==> src/rtl/rns_32_31_21_5_pkg.sv <==
// Shared constants, result type and modular folding helpers for the 32/31/21/5 RNS converter.
package rns_32_31_21_5_pkg;

  localparam int unsigned MOD_0    = 32;
  localparam int unsigned MOD_1    = 31;
  localparam int unsigned MOD_2    = 21;
  localparam int unsigned MOD_3    = 5;
  localparam int unsigned MOD_1_K  = 5;
  localparam int unsigned DYN_SIZE = 17;
  localparam int unsigned MAX_MOD  = 5;

  localparam int unsigned N_W   = 18;
  localparam int unsigned RES_W = 5;

  localparam int unsigned LUT_31_SIZE = 10;
  localparam int unsigned LUT_21_SIZE = 230;
  localparam int unsigned LUT_5_SIZE  = 42;

  localparam int unsigned LUT_31_W = 5;
  localparam int unsigned LUT_21_W = 5;
  localparam int unsigned LUT_5_W  = 3;

  localparam int unsigned LUT_31_N = LUT_31_SIZE / LUT_31_W;
  localparam int unsigned LUT_21_N = LUT_21_SIZE / LUT_21_W;
  localparam int unsigned LUT_5_N  = LUT_5_SIZE / LUT_5_W;

  typedef struct packed {
    logic [RES_W-1:0] x0;
    logic [RES_W-1:0] x1;
    logic [RES_W-1:0] x2;
    logic [RES_W-1:0] x3;
  } rns_res_t;

  // 2^5 == 1 (mod 31): summing 5-bit chunks preserves the residue.
  function automatic logic [4:0] fold_mod31(input logic [19:0] v);
    logic [6:0] s1;
    logic [5:0] s2;
    logic [4:0] s3;
    s1 = 7'(v[4:0]) + 7'(v[9:5]) + 7'(v[14:10]) + 7'(v[19:15]);
    s2 = 6'(s1[4:0]) + 6'(s1[6:5]);
    s3 = s2[4:0] + 5'(s2[5]);
    return (s3 == 5'd31) ? '0 : s3;
  endfunction

  // 2^4 == 1 (mod 5): fold nibbles, then at most two conditional subtractions.
  function automatic logic [2:0] fold_mod5(input logic [6:0] v);
    logic [4:0] t;
    logic [4:0] u;
    t = 5'(v[3:0]) + 5'(v[6:4]);
    u = 5'(t[3:0]) + 5'(t[4]);
    if (u >= 5'd10) u = u - 5'd10;
    if (u >= 5'd5)  u = u - 5'd5;
    return u[2:0];
  endfunction

endpackage

==> src/rtl/rns_lut_sel.sv <==
// Selects entry k of width W from an ascending-index LUT vector (lowest bit index = entry MSB).
module rns_lut_sel #(
  parameter int unsigned W       = 5,
  parameter int unsigned ENTRIES = 2,
  parameter int unsigned IDX_W   = (ENTRIES > 1) ? $clog2(ENTRIES) : 1
) (
  input  logic [0:W*ENTRIES-1] lut_i,
  input  logic [IDX_W-1:0]     k_i,
  output logic [W-1:0]         entry_o
);

  always_comb begin
    entry_o = lut_i[k_i*W +: W];
  end

endmodule

==> src/rtl/bin_to_rns_32_31_21_5.sv <==
// Binary-to-RNS converter for moduli (32,31,21,5), one registered result per clock.
// Optional macro BIN2RNS_INPUT_REG_EN adds an input register on N (latency 2).
module bin_to_rns_32_31_21_5
  import rns_32_31_21_5_pkg::*;
(
  input  logic                   clk,
  input  logic                   reset,
  input  logic [N_W-1:0]         N,
  input  logic [0:LUT_31_SIZE-1] LUT_mod_31,
  input  logic [0:LUT_21_SIZE-1] LUT_mod_21,
  input  logic [0:LUT_5_SIZE-1]  LUT_mod_5,
  output logic [RES_W-1:0]       x0,
  output logic [RES_W-1:0]       x1,
  output logic [RES_W-1:0]       x2,
  output logic [RES_W-1:0]       x3
);

  logic [N_W-1:0] n_src;

`ifdef BIN2RNS_INPUT_REG_EN
  logic [N_W-1:0] n_q;
  logic [N_W-1:0] n_d;

  always_comb begin
    n_d = N;
  end

  always_ff @(posedge clk) begin
    if (!reset) n_q <= '0;
    else        n_q <= n_d;
  end

  assign n_src = n_q;
`else
  assign n_src = N;
`endif

  // Modulo 31
  logic [4:0]  e0;
  logic [4:0]  e1;
  logic [9:0]  inner_b;
  logic [4:0]  b_fold;
  logic [10:0] a_sum;
  logic [11:0] tot31;

  rns_lut_sel #(.W(LUT_31_W), .ENTRIES(LUT_31_N)) u_lut31_e0 (
    .lut_i   (LUT_mod_31),
    .k_i     (1'b0),
    .entry_o (e0)
  );

  rns_lut_sel #(.W(LUT_31_W), .ENTRIES(LUT_31_N)) u_lut31_e1 (
    .lut_i   (LUT_mod_31),
    .k_i     (1'b1),
    .entry_o (e1)
  );

  always_comb begin
    inner_b = 10'(n_src[14:10]) + 10'(e1) * 10'(n_src[17:15]);
    b_fold  = fold_mod31(20'(inner_b));
    a_sum   = 11'(n_src[4:0]) + 11'(e1) * 11'(n_src[9:5]);
    tot31   = 12'(a_sum) + 12'(e0) * 12'(b_fold);
  end

  // Modulo 21: 2^6 == 1 (mod 21), and 42 is a multiple of 21
  logic [7:0] s21;
  logic [6:0] sp21;
  logic [5:0] t21;
  logic [4:0] r21;

  always_comb begin
    s21  = 8'(n_src[5:0]) + 8'(n_src[11:6]) + 8'(n_src[17:12]);
    sp21 = 7'(s21[5:0]) + 7'(s21[7:6]);
    t21  = (sp21 < 7'd46) ? sp21[5:0] : 6'(sp21 - 7'd42);
  end

  rns_lut_sel #(.W(LUT_21_W), .ENTRIES(LUT_21_N)) u_lut21 (
    .lut_i   (LUT_mod_21),
    .k_i     (t21),
    .entry_o (r21)
  );

  // Modulo 5: weights of bits 4..17 come from the LUT
  logic [LUT_5_W-1:0] w5 [LUT_5_N];
  logic [6:0]         sum5;

  for (genvar gi = 0; gi < LUT_5_N; gi++) begin : g_lut5
    rns_lut_sel #(.W(LUT_5_W), .ENTRIES(LUT_5_N)) u_lut5 (
      .lut_i   (LUT_mod_5),
      .k_i     (4'(gi)),
      .entry_o (w5[gi])
    );
  end

  always_comb begin
    sum5 = 7'(n_src[3:0]);
    for (int unsigned i = 0; i < LUT_5_N; i++) begin
      if (n_src[i+4]) sum5 = sum5 + 7'(w5[i]);
    end
  end

  // Output register
  rns_res_t res_d;
  rns_res_t res_q;

  always_comb begin
    res_d    = '0;
    res_d.x0 = n_src[4:0];
    res_d.x1 = fold_mod31(20'(tot31));
    res_d.x2 = r21;
    res_d.x3 = {2'b00, fold_mod5(sum5)};
  end

  always_ff @(posedge clk) begin
    if (!reset) res_q <= '0;
    else        res_q <= res_d;
  end

  assign x0 = res_q.x0;
  assign x1 = res_q.x1;
  assign x2 = res_q.x2;
  assign x3 = res_q.x3;

endmodule

==> config.mk <==
export PLATFORM = sky130hd
export DESIGN_NAME = bin_to_rns_32_31_21_5
export DESIGN_NICKNAME = d
export VERILOG_FILES = /design/src/rtl/rns_32_31_21_5_pkg.sv /design/src/rtl/rns_lut_sel.sv /design/src/rtl/bin_to_rns_32_31_21_5.sv
export SDC_FILE = /design/constraint.sdc
export NUM_CORES = 1
export LEC_CHECK = 0
export BUFFER_PORTS_ARGS = -buffer_cell sky130_fd_sc_hd__buf_2
export CORE_ASPECT_RATIO = 0.9
export CORE_MARGIN = 3
export CORE_UTILIZATION = 52
export CTS_BUF_LIST = sky130_fd_sc_hd__clkbuf_16
export CTS_CLUSTER_SIZE = 25
export DETAILED_ROUTE_END_ITERATION = 8
export HOLD_SLACK_MARGIN = 0.1
export PLACE_DENSITY = 0.8
export RECOVER_POWER = 50
export REMOVE_ABC_BUFFERS = 1
export SYNTH_ARGS = -nofsm -noshare
export SYNTH_HDL_FRONTEND = slang
export SYNTH_SLANG_ARGS = --single-unit
==> constraint.sdc <==
create_clock -name clk -period 15.7 [get_ports clk]
set_input_delay 0.785 -clock clk [delete_from_list [all_inputs] [get_ports clk]]
set_output_delay 0.785 -clock clk [all_outputs]
set_load 0.01 [all_outputs]
After elaboration in Yosys (flattened, before gate mapping)
Index checks and enable logic that the tools add are counted.
{"block": "op_classes", "n_eq_ne": 2, "n_mux": 18, "magnitude_cmp": 3, "n_bitwise": 2, "n_shift": 1, "reduce_logical": 1, "add_sub_neg": 32, "multipliers": 4}
{"op": "230-bit by 33-bit indexed part select with 231-bit output", "n": 1}
{"op": "7-bit by 3-bit adder with 7-bit output", "n": 13}
{"op": "7-bit two-way mux", "n": 13}
{"op": "9-bit inverter with 33-bit output", "n": 1}
{"op": "5-bit by 5-bit multiplier with 10-bit output", "n": 2}
{"op": "5-bit two-way mux", "n": 3}
{"op": "6-bit by 2-bit adder with 7-bit output", "n": 2}
{"op": "11-bit by 10-bit adder with 12-bit output", "n": 1}
{"op": "5-bit by 10-bit adder with 11-bit output", "n": 1}
{"op": "4-bit by 3-bit adder with 5-bit output", "n": 2}
{"op": "5-bit by 1-bit adder with 5-bit output", "n": 2}
{"op": "5-bit == test (second input constant)", "n": 2}
{"op": "5-bit by 8-bit adder with 9-bit output", "n": 1}
{"op": "6-bit by 3-bit multiplier with 9-bit output (second input constant)", "n": 1}
{"op": "7-bit by 6-bit adder with 8-bit output", "n": 1}
{"op": "5-bit by 3-bit multiplier with 8-bit output", "n": 1}
{"op": "6-bit by 6-bit adder with 7-bit output", "n": 1}
{"op": "7-bit by 6-bit < comparator with 1-bit output (second input constant)", "n": 1}
{"op": "5-bit by 1-bit adder with 6-bit output", "n": 1}
{"op": "5-bit by 2-bit adder with 6-bit output", "n": 1}
{"op": "5-bit by 4-bit adder with 6-bit output", "n": 1}
{"op": "5-bit by 5-bit adder with 6-bit output", "n": 1}
{"op": "6-bit two-way mux", "n": 1}
{"op": "6-bit subtractor (second input constant)", "n": 1}
{"op": "other kinds (8)", "n": 8}
{"block": "totals", "register_bits": 20, "inputBits": 302, "wordCells": 68, "output_inout_bits": 20}

Logic depth before layout (Yosys ltp)
Gate-level depths: netlist of run 1.
{"block": "logic_depth", "word_depth": 34, "mapped_depth": 78, "mapped_depth_nobuf": 77}

Modules after synthesis
Synthesis of run 1 repeated with hierarchy kept, for this count alone.
{"block": "unflattened", "hier_cells": 3137, "hier_area_um2": 32507.4}
{"module": "rns_lut_sel (g_lut5[1].u_lut5 ...)", "area_per_inst_um2": 1161.1, "n_inst": 9, "seq_area_each_um2": 0.0, "cells_each": 107}
{"module": "rns_lut_sel (u_lut21)", "area_per_inst_um2": 8516.9, "n_inst": 1, "seq_area_each_um2": 0.0, "cells_each": 764}
{"module": "bin_to_rns_32_31_21_5", "area_per_inst_um2": 7484.7, "n_inst": 1, "seq_area_each_um2": 360.3, "cells_each": 900}
{"module": "rns_lut_sel (g_lut5[0].u_lut5 ...)", "area_per_inst_um2": 1188.6, "n_inst": 5, "seq_area_each_um2": 0.0, "cells_each": 100}
{"module": "rns_lut_sel (u_lut31_e0 ...)", "area_per_inst_um2": 56.3, "n_inst": 2, "seq_area_each_um2": 0.0, "cells_each": 5}

Worst setup path before layout of run 1
No wires, ideal clock.
{"block": "synth_timing", "path_kind": "input -> register", "from": "in N[0]", "to": "reg res_q, in the netlist x3[2]", "t_arrival_ps": 14830, "path_buffers": 1, "setup_time_ps": 115, "path_slack_ps": 755, "stages": 63, "required_ps": 15585, "cell_sequence": "ha_1 > fa_1 > mux2_2 > inv_1 > fa_1 > nand2_1 > o21ai_0 > fa_1 > mux2i_1 > inv_1 > fa_1 > nand2_1 > o21ai_0 > fa_1 > mux2i_1 > inv_1 > fa_1 > nand2_1 > [... 27 more ...] > a21oi_1 > xnor2_1 > ha_1 > a21oi_1 > nor2_1 > ha_1 > ha_1 > clkbuf_1 > o22ai_1 > a221oi_1 > ha_1 > nor2_1 > o22ai_1 > a221oi_1 > o21ai_0 > nor2b_1 > xnor2_1 > and2_1"}
{"block": "synth_between", "elab_chain_cells": 34, "elab_cells_between_ends": 36, "classes_between": "add/sub: 18; order compare: 2; mux: 16"}
{"element": "from (decl)", "line_no": "bin_to_rns_32_31_21_5.sv:8", "rtl": "input logic [N_W-1:0] N,"}
{"element": "4-bit by 3-bit adder with 5-bit output", "line_no": "bin_to_rns_32_31_21_5.sv:98", "rtl": "if (n_src[i+4]) sum5 = sum5 + 7'(w5[i]);"}
{"element": "5-bit two-way mux (*)", "line_no": "bin_to_rns_32_31_21_5.sv:98"}
{"element": "7-bit by 3-bit adder with 7-bit output", "line_no": "bin_to_rns_32_31_21_5.sv:98"}
{"element": "7-bit two-way mux (*)", "line_no": "bin_to_rns_32_31_21_5.sv:98"}
{"element": "7-bit by 3-bit adder with 7-bit output", "line_no": "bin_to_rns_32_31_21_5.sv:98"}
{"element": "7-bit two-way mux (*)", "line_no": "bin_to_rns_32_31_21_5.sv:98"}
{"element": "7-bit by 3-bit adder with 7-bit output", "line_no": "bin_to_rns_32_31_21_5.sv:98"}
{"element": "7-bit two-way mux (*)", "line_no": "bin_to_rns_32_31_21_5.sv:98"}
{"element": "[... 18 more ...]"}
{"element": "7-bit by 3-bit adder with 7-bit output", "line_no": "bin_to_rns_32_31_21_5.sv:98"}
{"element": "7-bit two-way mux (*)", "line_no": "bin_to_rns_32_31_21_5.sv:98"}
{"element": "4-bit by 3-bit adder with 5-bit output (*)", "line_no": "rns_32_31_21_5_pkg.sv:49", "rtl": "t = 5'(v[3:0]) + 5'(v[6:4]);"}
{"element": "4-bit by 1-bit adder with 5-bit output (*)", "line_no": "rns_32_31_21_5_pkg.sv:50", "rtl": "u = 5'(t[3:0]) + 5'(t[4]);"}
{"element": "5-bit by 4-bit subtractor with 5-bit output or 5-bit by 4-bit >= comparator with 1-bit output (tied branches)", "line_no": "rns_32_31_21_5_pkg.sv:51", "rtl": "if (u >= 5'd10) u = u - 5'd10;"}
{"element": "5-bit two-way mux (*)", "line_no": "rns_32_31_21_5_pkg.sv:51"}
{"element": "5-bit by 3-bit >= comparator with 1-bit output or 3-bit subtractor (tied branches)", "line_no": "rns_32_31_21_5_pkg.sv:52", "rtl": "if (u >= 5'd5) u = u - 5'd5;"}
{"element": "3-bit two-way mux (*)", "line_no": "rns_32_31_21_5_pkg.sv:52"}
{"element": "to (signal assigned)", "line_no": "bin_to_rns_32_31_21_5.sv:116", "rtl": "else res_q <= res_d;"}
{"element": "to (decl)", "line_no": "bin_to_rns_32_31_21_5.sv:104", "rtl": "rns_res_t res_q;"}
Every way passes the cells marked *; elsewhere a longest branch is shown, timed or not.
A chain may end at the register's enable or synchronous reset.

Worst setup path after layout of run 1
{"block": "layout_timing", "from": "in N[0]", "to": "reg res_q, in the netlist x3[0]"}
The elaborated chain is that of the path after synthesis.

==> results.ini, run 1 <==
[clock_tree]
cts_sinks = 18
clk_pin_slew_ns = 0.07
htreeDepth = 1
numCtsBuffers = 3
cts_hold_buf = 0
cts_root_buf = clkbuf_16
cts_buffer_depth = 2
cts_tree = done

[yosys]
synth-edff-count = 0
yosys.area_share.simple_pct = 12.1
avgSynthCellArea_sq_um = 8.78
synthTopCellsByArea = mux2i_1, mux4_2, ha_1
synth_top_area_cell = mux2i_1
ys_types = 68
synth-main-ff-cell = dfxtp_1
synthAdderAreaFrac_pct = 21.5
syn_area_sq_um = 14700
synthMuxAreaShare_pct = 38.3
synthArstFlopShare_pct = 0
synth_top_family_by_area = multiplexers
synth_compound_area_share_pct = 13.2
synth-seq-cells = 18
ys_seq_area_share_pct = 2.46
synth_top_cell_area_share_pct = 22.0
yosys_warnings = 0
synth_cells = 1669
synth-xor-area-share_pct = 5.83

[layout]
layout-drive-gt1-share_pct = 26.3
post-route-cell-area_sq_um = 16800
final_common_cell = mux2i_1
final_cell_mix = mux2i_1, buf_2, inv_1
seq_area_sq_um = 360
fin_nets = 2430
multi_input_area_sq_um = 13600
nFillCells = 2360
syn2layout_area_growth_pct = 14.7

[detailed_routing]
num_vias = 14558
drt-pass1-iter-count = 7
wl_mm = 47.0
vias_per_cell = 6.37
drt_drc_violations_left = 0
wl_per_cell_microns = 20.6
drtIter0Drc = 1461
postRouteAntennaNets = 0

[critical_path]
cpPeakStageDelay_ns = 0.53
worst-path-max-fanout = 5
required_ns = 15.86
cp_common_cell = fa_1
path_buf_inv = 9
crit_family = adder cells
endpoint_kind = flip-flop
path_class = input port to flip-flop
critPathLaunchType = input port
cp_slowest_cell = fa_2
cp.arrival_ns = 15.24

[floorplan]
io_pins = 322
start_util_pct = 53.5
num_rows = 57
dieArea_sq_um = 30200
core_sq_um = 27400
die_y_microns = 165
die_w_microns = 183

[grt]
grt_pass1_vias = 14297
grt_pass1_wl_mm = 72.3
grt_max_degree = 180
antenna_found_initial = 8
grt_overflow = 0
groute.usage.overall_pct = 29.3

[sta]
period_minus_slack_ns = 15.09
slew_violations = 0
finalSetupViolCount = 0
hold_violations = 0
max_freq_mhz = 66.3
worst_pin_slew_ns = 1.19
fin_crit_sh_pct = 96.1
relSlewSlack_pct = 20.7

[run]
cap_violations = 0

[place]
placed_area_sq_um = 16500
hpwl_mm = 38.4
io_buffers = 319
globalplace.congestion = 0.969

[status]
status = finished clean

[min_path]
min_path_type = input port to flip-flop

[metrics by stage]
stage | cells | setup TNS [ns] | worst slack [ns] | hold WS, ns | util [%]
finish | 2285 | 0 | 0.615 | 0.833 | 61.4
global route | 2285 | -0.364 | -0.132 | 0.845 | 61.4
CTS | 2265 | 0 | 0.0184 | 0.825 | 60.5
detailed placement | 2261 | -1.51 | -0.502 | 1.12 | 60.2
global placement | 2261 | 0 | 0.155 | 1.11 | 60.2
floorplan | 1571 | -54.28 | -11.07 | 0.907 | -
[metal layers]
layer / track usage (%) / vias to the layer above / wire (microns) / part of all wire, %
li1: - / 6633 / - / -
met2: 49.0 / 872 / 22100 / 47
met4: 10.2 / 0 / 1660 / 3.5
met1: 38.1 / 6921 / 18400 / 39
met3: 5.87 / 132 / 4890 / 10
met5: 0 / - / 0 / 0
[synthesized netlist by cell type, drive strengths merged (5+ instances only)]
library cell / n
mux4: 90
nor3b: 7
maj3: 5
xor2: 25
mux2: 28
ha: 131
mux2i: 322
nand2b: 7
nand3: 16
o21bai: 7
o21ai: 76
a32oi: 11
a22oi: 5
fa: 73
nor2: 75
o211ai: 6
xnor2: 70
nand2: 105
and2: 62
a21o: 16
a31oi: 12
a21oi: 76
buf: 42
nor2b: 46
nor4: 5
clkbuf: 57
nor3: 19
inv: 145
a211oi: 31
a221oi: 6
o21a: 8
dfxtp: 18
o22ai: 10
[state kept, by name, indices dropped and copies added, names as in the netlist]
signal and cells:
x0 5, x1 5, x2 5, x3 3
[layout make-up]
class | instances | share of cell area [%]
Timing Repair Buffer | 348 | 10.8
Antenna cell | 8 | 0.119
Inverter | 145 | 3.25
Tap cell | 354 | 2.63
Sequential cell | 18 | 2.14
Multi-Input combinational cell | 1408 | 80.6
Clock buffer | 3 | 0.446
Clock inverter | 1 | 0.0223
[final timing paths]
check	startpoint	to	slack [ns]	cells past startpoint
worst min-delay path	N[0]	x0[0]	0.83	2
worst max-delay path	N[0]	x3[0]	0.61	68
[timing repair]
action                                  in CTS  in global routing
endpoints found under the setup margin       3                  8
pin swaps                                    0                 12
resized for setup                            9                 38
setup buffers                                0                 12
[logic make-up after synthesis]
| group | after synthesis |
|---|---|
| mux | 440 |
| buf+inv | 244 |
| xor+xnor | 96 |
| fa+ha+maj | 209 |
| simple gates | 358 |
| flops | 18 |
| compound gates | 303 |
| other cells | 1 |
Power of run 1 is left out: the tool's default activity adds up to more than one toggle a clock period on the data nets, which glitch-free logic cannot reach.
==> inputs of run 2 (changes only) <==
PLACE_DENSITY = 0.81   (was 0.8)
==> run 2 against run 1 <==
Net effect: critical path depth down 3; non-clock buffer count up 2; global-route usage down 0.55 points; setup slack better by 0.029 ns; die area unchanged; critical endpoint unchanged.
==> results.ini, run 2 (synthesis gave the netlist of run 1 again) <==
[status]
status = finished clean

[floorplan]
start_util_pct = 53.5
die_y_microns = 165
io_pins = 322
num_rows = 57
die_w_microns = 183
core_sq_um = 27400
dieArea_sq_um = 30200

[detailed_routing]
num_vias = 14491
drtIter0Drc = 1349
drt-pass1-iter-count = 6
wl_mm = 46.4
drt_drc_violations_left = 0
postRouteAntennaNets = 0
wl_per_cell_microns = 20.3
vias_per_cell = 6.35

[clock_tree]
cts_buffer_depth = 2
cts_sinks = 18
cts_root_buf = clkbuf_16
numCtsBuffers = 3
htreeDepth = 1
clk_pin_slew_ns = 0.08
cts_tree = done

[run]
cap_violations = 0

[layout]
syn2layout_area_growth_pct = 14.6
final_cell_mix = mux2i_1, buf_2, inv_1
fin_nets = 2432
final_common_cell = mux2i_1
final_util_pct = 61.4
layout-drive-gt1-share_pct = 25.8

[sta]
worst_pin_slew_ns = 1.23
period_minus_slack_ns = 15.06
relSlewSlack_pct = 18.2
fin_crit_sh_pct = 95.9
finalSetupViolCount = 0
max_freq_mhz = 66.4
hold_violations = 0
slew_violations = 0

[critical_path]
required_ns = 15.87
cp_common_cell = fa_1
cp-startpoint = N[0]
cp_slowest_cell = fa_2
path_class = input port to flip-flop
endpoint_kind = flip-flop
cpPeakStageDelay_ns = 0.53
cp.arrival_ns = 15.23
worst-path-max-fanout = 5
critPathLaunchType = input port

[grt]
grt_max_degree = 173
grt_pass1_vias = 14061
grt_overflow = 0
grt_pass1_wl_mm = 71.3
antenna_found_initial = 3
groute.usage.overall_pct = 28.8

[place]
hpwl_mm = 37.8
globalplace.congestion = 0.996
io_buffers = 319

[min_path]
min_path_type = input port to flip-flop
hp-start = N[3]

## run 2: path summary, 6_finish.rpt
check                    to  slack [ns]  depth (start not counted)
worst min-delay path  x0[3]        0.90                          2
worst max-delay path  x3[0]        0.64                         65
## run 2: cell type report
type | instances | area [sq um]
inverter | 145 | 547
antenna | 4 | 10.0
tap | 354 | 443
timing repair buffer | 350 | 1830
clock buffer | 3 | 75.1
fill | 2333 | 10600
clock inverter | 1 | 3.75
sequential | 18 | 360
multi-input combinational | 1408 | 13500
## run 2: timing repair
item	in CTS	in global routing
setup buffers	3	10
resized for setup	4	37
pin swaps	1	10
setup endpoints to repair	3	8
cloned	0	0
hold buffers	0	0
## run 2: critical path: cells and delay by family
| family | cells | cell delay [ns] |
|---|---|---|
| muxes | 8 | 1.85 |
| buffers and inverters | 8 | 0.83 |
| adders and majority gates | 19 | 7.77 |
| and+or+nand+nor | 12 | 1.47 |
| xor gates and xnor gates | 2 | 0.26 |
| AOI/OAI and AO/OA | 16 | 2.24 |
## run 2: stage by stage
step	hold slack [ns]	setup TNS [ns]	worst slack, ns	cell area, sq um	instances
detailed placement	1.17	-1.27	-0.477	16500	2262
CTS	0.886	0	0.000353	16600	2269
finish	0.898	0	0.644	16800	2283
global route	0.892	-0.392	-0.177	16800	2282
floorplan	0.907	-54.28	-11.07	14200	1571
global placement	1.15	0	0.106	16500	2262
## run 2: metal layers
layer / wire (microns) / GRT usage (%) / share of wire [%] / up-vias
met2: 22300 / 49.3 / 48 / 787
met1: 18500 / 38.4 / 40 / 6991
met4: 1150 / 8.00 / 2.5 / 0
met5: 0 / 0 / 0 / -
li1: - / - / - / 6618
met3: 4400 / 3.83 / 9.5 / 95
Power of run 2 is left out for the same reason.
